### config.mk
export PLATFORM = sky130hd
export DESIGN_NAME = bin2bcd_seq
export DESIGN_NICKNAME = d
export VERILOG_FILES = /design/src/rtl/bin2bcd_pkg.sv /design/src/rtl/bcd_digit_adj.sv /design/src/rtl/bin2bcd_seq.sv
export SDC_FILE = /design/constraint.sdc
export NUM_CORES = 1
export LEC_CHECK = 0
export CORE_MARGIN = 8
export CORE_UTILIZATION = 57
export CTS_BUF_LIST = sky130_fd_sc_hd__clkbuf_8
export CTS_CLUSTER_SIZE = 16
export DETAILED_ROUTE_END_ITERATION = 8
export PLACE_DENSITY_LB_ADDON = 0.2
export SYNTH_ARGS = -nofsm -noshare
export SYNTH_HDL_FRONTEND = slang
export SYNTH_SLANG_ARGS = --single-unit
### constraint.sdc
create_clock -name clock -period 2.25 [get_ports clock]
set_input_delay 0.45 -clock clock [delete_from_list [all_inputs] [get_ports clock]]
set_output_delay 0.45 -clock clock [all_outputs]
set_load 0.005 [all_outputs]
### src/rtl/bin2bcd_pkg.sv
// bin2bcd_pkg: shared state encoding, blank-digit code and counter sizing for bin2bcd_seq
package bin2bcd_pkg;
  typedef enum logic {IDLE, SHIFT} state_t;
  localparam logic [3:0] DIGIT_BLANK = 4'hF;
  function automatic int cnt_w(input int bin_w);
    return $clog2(bin_w + 1);
  endfunction
endpackage

### src/rtl/bcd_digit_adj.sv
// bcd_digit_adj: one double-dabble cell, adds 3 to a BCD digit that is 5 or more
module bcd_digit_adj (
  input  logic [3:0] i_d,
  output logic [3:0] o_d
);
  assign o_d = (i_d >= 4'd5) ? i_d + 4'd3 : i_d;
endmodule

### src/rtl/bin2bcd_seq.sv
// bin2bcd_seq: sequential double-dabble binary-to-BCD converter with start/done handshake
// Optional leading-zero blanking when BIN2BCD_BLANK_LEADING_ZERO_EN is defined.
module bin2bcd_seq
  import bin2bcd_pkg::*;
#(
  parameter int BIN_W  = 16,
  parameter int DIGITS = 5
) (
  input  logic                  clock,
  input  logic                  resetn,
  input  logic                  start,
  input  logic [BIN_W-1:0]      bin,
  output logic                  busy,
  output logic                  done,
  output logic [4*DIGITS-1:0]   bcd,
  output logic                  ovf
);
  localparam int W  = 4 * DIGITS;
  localparam int CW = cnt_w(BIN_W);
  state_t           r_state, w_state_n;
  logic [BIN_W-1:0] r_shreg;
  logic [W-1:0]     r_work, r_bcd, w_adj, w_work_n, w_fin;
  logic [CW-1:0]    r_cnt;
  logic             r_ovf_work, r_ovf, r_done, w_done_n, w_ovf_n, w_last, w_accept;
  for (genvar g = 0; g < DIGITS; g++) begin : g_adj
    bcd_digit_adj u_adj (.i_d(r_work[4*g +: 4]), .o_d(w_adj[4*g +: 4]));
  end
  assign w_work_n = {w_adj[W-2:0], r_shreg[BIN_W-1]};
  assign w_ovf_n  = r_ovf_work | w_adj[W-1];
  assign w_last   = r_cnt == CW'(BIN_W - 1);
  assign w_accept = r_state == IDLE && start;
`ifdef BIN2BCD_BLANK_LEADING_ZERO_EN
  logic w_lead;
  always_comb begin
    w_fin  = w_work_n;
    w_lead = 1'b1;
    for (int i = DIGITS - 1; i > 0; i--)
      if (w_lead && !w_ovf_n && w_work_n[4*i +: 4] == 4'd0) w_fin[4*i +: 4] = DIGIT_BLANK;
      else w_lead = 1'b0;
  end
`else
  assign w_fin = w_work_n;
`endif
  always_comb begin
    w_state_n = r_state;
    w_done_n  = 1'b0;
    if (w_accept) w_state_n = SHIFT;
    else if (r_state == SHIFT && w_last) begin
      w_state_n = IDLE;
      w_done_n  = 1'b1;
    end
  end
  always_ff @(posedge clock or negedge resetn) begin
    if (!resetn) begin
      r_state    <= IDLE;
      r_shreg    <= '0;
      r_work     <= '0;
      r_cnt      <= '0;
      r_ovf_work <= 1'b0;
      r_bcd      <= '0;
      r_ovf      <= 1'b0;
      r_done     <= 1'b0;
    end else begin
      r_state <= w_state_n;
      r_done  <= w_done_n;
      if (w_accept) begin
        r_shreg    <= bin;
        r_work     <= '0;
        r_cnt      <= '0;
        r_ovf_work <= 1'b0;
      end else if (r_state == SHIFT) begin
        r_shreg    <= {r_shreg[BIN_W-2:0], 1'b0};
        r_work     <= w_work_n;
        r_cnt      <= r_cnt + 1'b1;
        r_ovf_work <= w_ovf_n;
        if (w_last) begin
          r_bcd <= w_fin;
          r_ovf <= w_ovf_n;
        end
      end
    end
  end
  assign busy = r_state == SHIFT;
  assign done = r_done;
  assign bcd  = r_bcd;
  assign ovf  = r_ovf;
endmodule

## After elaboration in Yosys (flattened, before gate mapping)

Cells that the tools add are included.

- Bits in registers: 65
- Input bits: 19
- Output and inout bits: 23

- Add/subtract/negate cells: 6
- $lt $le $gt $ge: 5
- Equal/unequal tests: 1
- Multiplexer cells: 17
- Bitwise operators: 3
- Reduce and logical (&&, ||, !) cells: 5

Operators by type and width:

| operator | count |
|---|---|
| $mux 20 | 2 |
| $mux 16 | 2 |
| $add 4x2->4 const B | 5 |
| $ge 4x3->1 const B | 5 |
| $mux 4 | 5 |
| $mux 5 | 2 |
| $mux 1 | 6 |
| $add 5x1->5 const B | 1 |
| $eq 5x4->1 const B | 1 |
| $reduce_bool 2->1 | 2 |
| $reduce_and 3->1 | 1 |
| $logic_and 1x1->1 | 2 |
| $not 1->1 | 2 |
| $or 1x1->1 | 1 |

## Depth between registers and ports, before layout

Gate-level depths: netlist (run 1).

- Word-level depth: 5
- Mapped depth: 8
- Gate-level depth less buffers: 7

## By module

A second synthesis (run 1) with hierarchy kept.

- Cell total of the unflattened synthesis: 270
- Area total of the unflattened synthesis: 3134.3 um^2

By module, submodules not included:

| module | times used | cells an instance | area each (um^2) |
|---|---|---|---|
| bin2bcd_seq | 1 | 190 | 2627.5 |
| bcd_digit_adj | 5 | 16 | 101.3 |

## Worst setup path after synthesis (run 1)

OpenSTA, ideal clock, no wires.

- Path kind: register to register
- Start: register r_cnt[0]
- End: register r_bcd[10], in the netlist bcd[10]
- Library setup time: 0.120 ns
- Data arrival time: 1.541 ns
- Required time: 2.130 ns
- Path slack: 0.589 ns
- Stages on the path, launching flop included: 8
- Path buffers: 1
- Clock period less this slack: 1.661 ns
- Cell sequence: dfrtp_1 -> ha_1 -> and3_1 -> ha_1 -> nand2_2 -> inv_2 -> buf_2 -> a31o_2

- Cells in the longest elaborated chain, start to end: 2

Ends and longest elaborated chain:

| what | line | text |
|---|---|---|
| start, declared | bin2bcd_seq.sv:23 | `logic [CW-1:0] r_cnt;` |
| start signal, assigned | bin2bcd_seq.sv:74 | `r_cnt <= r_cnt + 1'b1;` |
| $eq 5x4->1 | bin2bcd_seq.sv:30 | `assign w_last = r_cnt == CW'(BIN_W - 1);` |
| $reduce_and 3->1 (no line) | - |  |
| end signal, assigned | bin2bcd_seq.sv:77 | `r_bcd <= w_fin;` |
| end, declared | bin2bcd_seq.sv:22 | `logic [W-1:0] r_work, r_bcd, w_adj, w_work_n, w_fin;` |

No other way between the ends.
A chain may end at the register's enable or synchronous reset.

## Worst setup path after layout (run 1)

- Start: register r_cnt[0]
- End: register r_bcd[15], in the netlist bcd[15]

Same word-level chain as after synthesis.

==> flow_summary.ini, run 1 <==
[run_status]
status = completed

[clock_tree]
clockBufferDepth = 2
post_cts_resized = 0
postCtsHoldBufs = 0
cts_tree = built
cts_setup_buffers = 0
clkTransAtPathRegs_ns = 0.07
cts_sinks = 65
cts_inserted_buffers = 9
cts-root-buf = clkbuf_8
clock_latency_ns = 0.34
h-tree-depth = 3

[final_layout]
area_growth_pct = 18.1
diodes = 0
final_nets = 423
drive_above_1_share = 0.0882
fill_cells = 477

[sta]
fin_setup_tns_ns = 0
tightest_slew_ns = 0.540
rsz0062_at_grt = false
relSlewSlack = 0.639
final-max-slew-violation-count = 0
setup_viol = 0
max_freq_mhz = 482
period_minus_slack_ns = 2.08
hold_viol = 0
setup_ws_ns = 0.174
fin_skew_ns = 0.0109
holdWs_ns = 0.0487
post-route-period-util = 0.923

[place]
port_buffers = 41
gp_congestion = 0.814
dp_hpwl_mm = 5.19
pre_cts_ws_ns = 0.203

[critical_path]
timing.rr.start = r_cnt[0]
crit_arrival_ns = 2.30
critPathLaunchType = flop
required_ns = 2.47
cp-end-kind = flop
cp_max_fo = 28
rr_endpoint = bcd[15]
r2r.worst_path.cells = 6
cp-startpoint = r_cnt[0]
regToRegSetupSlack_ns = 0.17
critPathKind = flop to flop

[drt]
wl_per_cell_um = 16.2
num_vias = 2795
viasPerCell = 5.92
drt_iter0_drc = 130
postRouteAntennaNets = 0
firstDrtPassIters = 4
routed_wl_mm = 7.66
drc = 0

[die]
rows = 28
start_util = 0.589
core_area_sq_um = 5920
fp.dieW_um = 94.2
io-pin-count = 42
die_y_um = 94.2
die_area_sq_um = 8880

[flow_run]
max-cap-violations = 0

[synthesis]
yosys_warnings = 0
synth-seq-area-share = 0.466
syn_nets = 388
syn_avg_cell_area_sq_um = 9.77
synth-seq-cells = 65
async_flop_share = 1.00
syn_area_sq_um = 3490
synth_edf_count = 0
syn_inst = 357
ys.flop_type = dfrtp_1
synth.distinct_cells = 50

[power_and_ir_drop]
pwr-share-seq = 0.389
p_comb_frac = 0.429
leakagePower_nw = 1.81
irDropWorstVdd_uv = 749
p_clk_frac = 0.182
switching_share = 0.387
p_sw_mw = 2.21
internal_power_mw = 3.51
powerDensity_nw_per_um2 = 1390

[global_routing]
grt_antenna_before_repair = 0
grt_overflow = 0
grt_first_pass_wirelength_mm = 13.3
grt_pass1_vias = 2702
grt_usage = 0.187
grt_max_degree = 48

[worst_hold_path]
hp-class = input pin to async pin
## layout make-up
class                      count  area (sq um)  share of cell area
clock buffer                   9           124              0.0301
clock inverter                 7          80.1              0.0194
inverter                      18          70.1              0.0170
multi-input combinational    247          1630               0.396
sequential                    65          1630               0.395
tap                           75          93.8              0.0228
timing repair buffer          51           493               0.120
## cell usage after synthesis, types with 2 or more instances
library cell / n / share of area
nand2b_1: 7 / 0.013
a2bb2oi_1: 2 / 0.0050
nor3_1: 3 / 0.0043
a2111o_1: 10 / 0.032
a22o_1: 3 / 0.0075
a31oi_1: 9 / 0.016
a21boi_0: 2 / 0.0043
mux2_2: 2 / 0.0065
inv_1: 16 / 0.017
mux2i_1: 19 / 0.055
a211oi_1: 2 / 0.0043
nor2_1: 12 / 0.013
o32ai_1: 2 / 0.0050
clkbuf_1: 8 / 0.0086
o21ai_2: 3 / 0.0075
a31o_2: 2 / 0.0050
a21oi_1: 7 / 0.010
nand4_1: 3 / 0.0054
o31ai_1: 3 / 0.0065
nand3_1: 17 / 0.024
nor2b_1: 10 / 0.018
a32o_1: 2 / 0.0057
a311o_1: 3 / 0.0086
or3_1: 2 / 0.0036
nor3b_1: 3 / 0.0065
and2_1: 2 / 0.0036
buf_6: 3 / 0.0097
ha_1: 12 / 0.043
buf_4: 6 / 0.013
o311ai_1: 5 / 0.013
o21ai_0: 25 / 0.036
buf_2: 10 / 0.014
or4_1: 4 / 0.0086
nor4_1: 3 / 0.0054
dfrtp_1: 65 / 0.47
o22ai_1: 3 / 0.0054
nand2_1: 52 / 0.056
a211o_1: 3 / 0.0075
## metal layers
| layer | up-vias | share of wire | wire length (um) | global-route usage |
|---|---|---|---|---|
| li1 | 1365 | - | - | - |
| met1 | 1339 | 0.47 | 3600 | 0.255 |
| met2 | 79 | 0.46 | 3490 | 0.274 |
| met3 | 12 | 0.055 | 421 | 0.0432 |
| met4 | 0 | 0.019 | 148 | 0.0885 |
| met5 | - | 0 | 0 | 0 |
## critical path, stage by stage (launching register included)
cell and delay [ns]:
dfrtp_1 0.38, ha_1 0.20, and3_1 0.18, ha_1 0.19
nand2_2 0.15, inv_2 0.45, mux2_2 0.39
## power groups by stage
stage,Clock (mW),Combinational [mW],Sequential (mW)
floorplan,0,1.95,1.96
global placement,0,2.36,2.22
detailed placement,0,2.45,2.23
CTS,1.05,2.47,2.22
global route,1.11,2.78,2.31
finish,1.04,2.46,2.23
## layout by cell type, fill, tap and decap left out, drive strengths merged, types with 3 or more instances in the layout
master and n:
nand3 17, a2111o 10, a211o 3, a21oi 7
a311o 3, a22o 3, ha 12, clkdlybuf4s50 40
nand4 3, buf 11, dfrtp 65, mux2i 19
nand2 53, inv 22, nor2b 10, nor3 3
o311ai 6, a31oi 9, nor2 12, o31ai 3
nor4 3, o21ai 29, nand2b 7, nor3b 3
clkbuf 9, o22ai 3, or4 4
## worst max path at each step
stage / endpoint / depth (start not counted)
2_1_floorplan: bcd[10] / 7
3_3_place_gp: bcd[19] / 6
3_5_place_dp: bcd[19] / 6
4_1_cts: bcd[19] / 6
5_1_grt: bcd[15] / 6
6_report: bcd[15] / 6
## kinds of logic after synthesis
logic type               synth area share
AO/OA/AOI/OAI                       0.194
XOR/XNOR                          0.00502
adder cells (fa/ha/maj)            0.0430
buffers and inverters              0.0656
flip-flops                          0.466
multiplexers                       0.0610
AND/OR/NAND/NOR                     0.165
## stage by stage
stage	cells	utilization	cell area, sq um	total power, mW
2_1_floorplan	357	-	3490	3.91
3_3_place_gp	456	0.662	3920	4.58
3_5_place_dp	456	0.662	3920	4.68
4_1_cts	472	0.696	4120	5.75
5_1_grt	472	0.696	4120	6.20
6_report	472	0.696	4120	5.72
## sequential cells by signal, indices dropped and copies added, names as in the netlist
signal	count
bcd	20
busy	1
done	1
ovf	1
r_cnt	5
r_ovf_work	1
r_shreg	16
r_work	20
No activity file was read; power rests on OpenSTA's default activity.
==> run 2: changes to the inputs <==
- CORE_MARGIN: 8 -> not set
- HOLD_SLACK_MARGIN: not set -> 0.02
- REMOVE_ABC_BUFFERS: not set -> 1
==> flow_summary.ini, run 2 (synthesis gave the netlist of run 1 again) <==
[global_routing]
grt_max_degree = 31
grt_pass1_vias = 2701
grt_overflow = 0
grt_usage = 0.259
grt_antenna_before_repair = 0
grt_first_pass_wirelength_mm = 12.6

[clock_tree]
clockBufferDepth = 2
cts_tree = built
h-tree-depth = 3
clkTransAtPathRegs_ns = 0.08
clock_latency_ns = 0.34
cts_setup_buffers = 0
postCtsHoldBufs = 0
cts_inserted_buffers = 9
cts-root-buf = clkbuf_8
post_cts_resized = 0
cts_sinks = 65

[critical_path]
r2r.worst_path.cells = 6
critPathKind = flop to flop
required_ns = 2.47
cp-end-kind = flop
critPathLaunchType = flop
cp_max_fo = 28
timing.rr.start = r_cnt[0]
regToRegSetupSlack_ns = 0.24
crit_arrival_ns = 2.23
rr_endpoint = bcd[15]

[sta]
relSlewSlack = 0.616
fin_skew_ns = 0.00681
setup_ws_ns = 0.239
final-max-slew-violation-count = 0
hold_viol = 0
max_freq_mhz = 497
setup_viol = 0
tightest_slew_ns = 0.577
post-route-period-util = 0.894
period_minus_slack_ns = 2.01
rsz0062_at_grt = false
fin_setup_tns_ns = 0

[die]
start_util = 0.589
die_y_um = 80.2
fp.dieW_um = 80.2
io-pin-count = 42
core_area_sq_um = 5920
die_area_sq_um = 6440
rows = 28

[drt]
postRouteAntennaNets = 0
drt_iter0_drc = 185
drc = 0
num_vias = 2843
firstDrtPassIters = 4
routed_wl_mm = 7.38
wl_per_cell_um = 15.6
viasPerCell = 6.01

[power_and_ir_drop]
powerDensity_nw_per_um2 = 1390
irDropWorstVdd_uv = 657
leakagePower_nw = 1.81

[final_layout]
layout_common_cells = dfrtp_1 (64), nand2_1 (52), clkdlybuf4s50_1 (40)
area_growth_pct = 18.9
final_nets = 424
final_cell_area_sq_um = 4150
diodes = 0
final_common_cell = dfrtp_1
final_cells = 473
drive_above_1_share = 0.0980

[place]
pre_cts_ws_ns = 0.261
dp_cells = 457
port_buffers = 41
dp_hpwl_mm = 4.93
gp_congestion = 0.858
placed_area_sq_um = 3940

[worst_hold_path]
hp-class = input pin to async pin

[run_status]
status = completed

[flow_run]
max-cap-violations = 0
[run 2: through the flow]
| stage | power [mW] | utilization | hold slack (ns) |
|---|---|---|---|
| floorplan | 3.76 | - | 0.154 |
| global placement | 4.58 | 0.665 | 0.463 |
| detailed placement | 4.68 | 0.665 | 0.466 |
| CTS | 5.78 | 0.701 | 0.116 |
| global route | 6.22 | 0.701 | 0.148 |
| finish | 5.76 | 0.701 | 0.100 |
[run 2: critical path: stages (launching register included)]
cell and delay (ns):
dfrtp_1 0.38, ha_1 0.19, and3_1 0.16, ha_1 0.19, nand2_2 0.13, inv_2 0.44, mux2_2 0.39
[run 2: power by group]
part	internal [mW]	total (mW)	switching (mW)
Sequential	1.67	2.21	0.539
Combinational	1.24	2.48	1.24
Clock	0.614	1.07	0.452
[run 2: worst max-delay path by stage]
stage | from | to | slack (ns) | cells past startpoint
4_1_cts | r_cnt[0] | bcd[15] | 0.25 | 6
6_report | r_cnt[0] | bcd[15] | 0.24 | 6
3_3_place_gp | r_cnt[0] | bcd[15] | 0.31 | 6
5_1_grt | r_cnt[0] | bcd[15] | 0.1 | 6
2_1_floorplan | busy | bcd[15] | -0.39 | 3
3_5_place_dp | r_cnt[0] | bcd[19] | 0.26 | 6
[run 2: metal layers]
layer / track usage / vias up / part of all wire
met5: 0 / - / 0
met1: 0.337 / 1381 / 0.45
met4: 0.121 / 0 / 0.021
met2: 0.420 / 85 / 0.47
met3: 0.0466 / 12 / 0.058
li1: - / 1365 / -
[run 2: cell type report]
type | instances | area [sq um]
repair buffers | 52 | 513
multi-input cells | 247 | 1630
flip-flops and latches | 65 | 1630
inverters | 18 | 70.1
clock inverters | 7 | 86.3
clock buffers | 9 | 124
well taps | 75 | 93.8
fillers | 471 | 1770
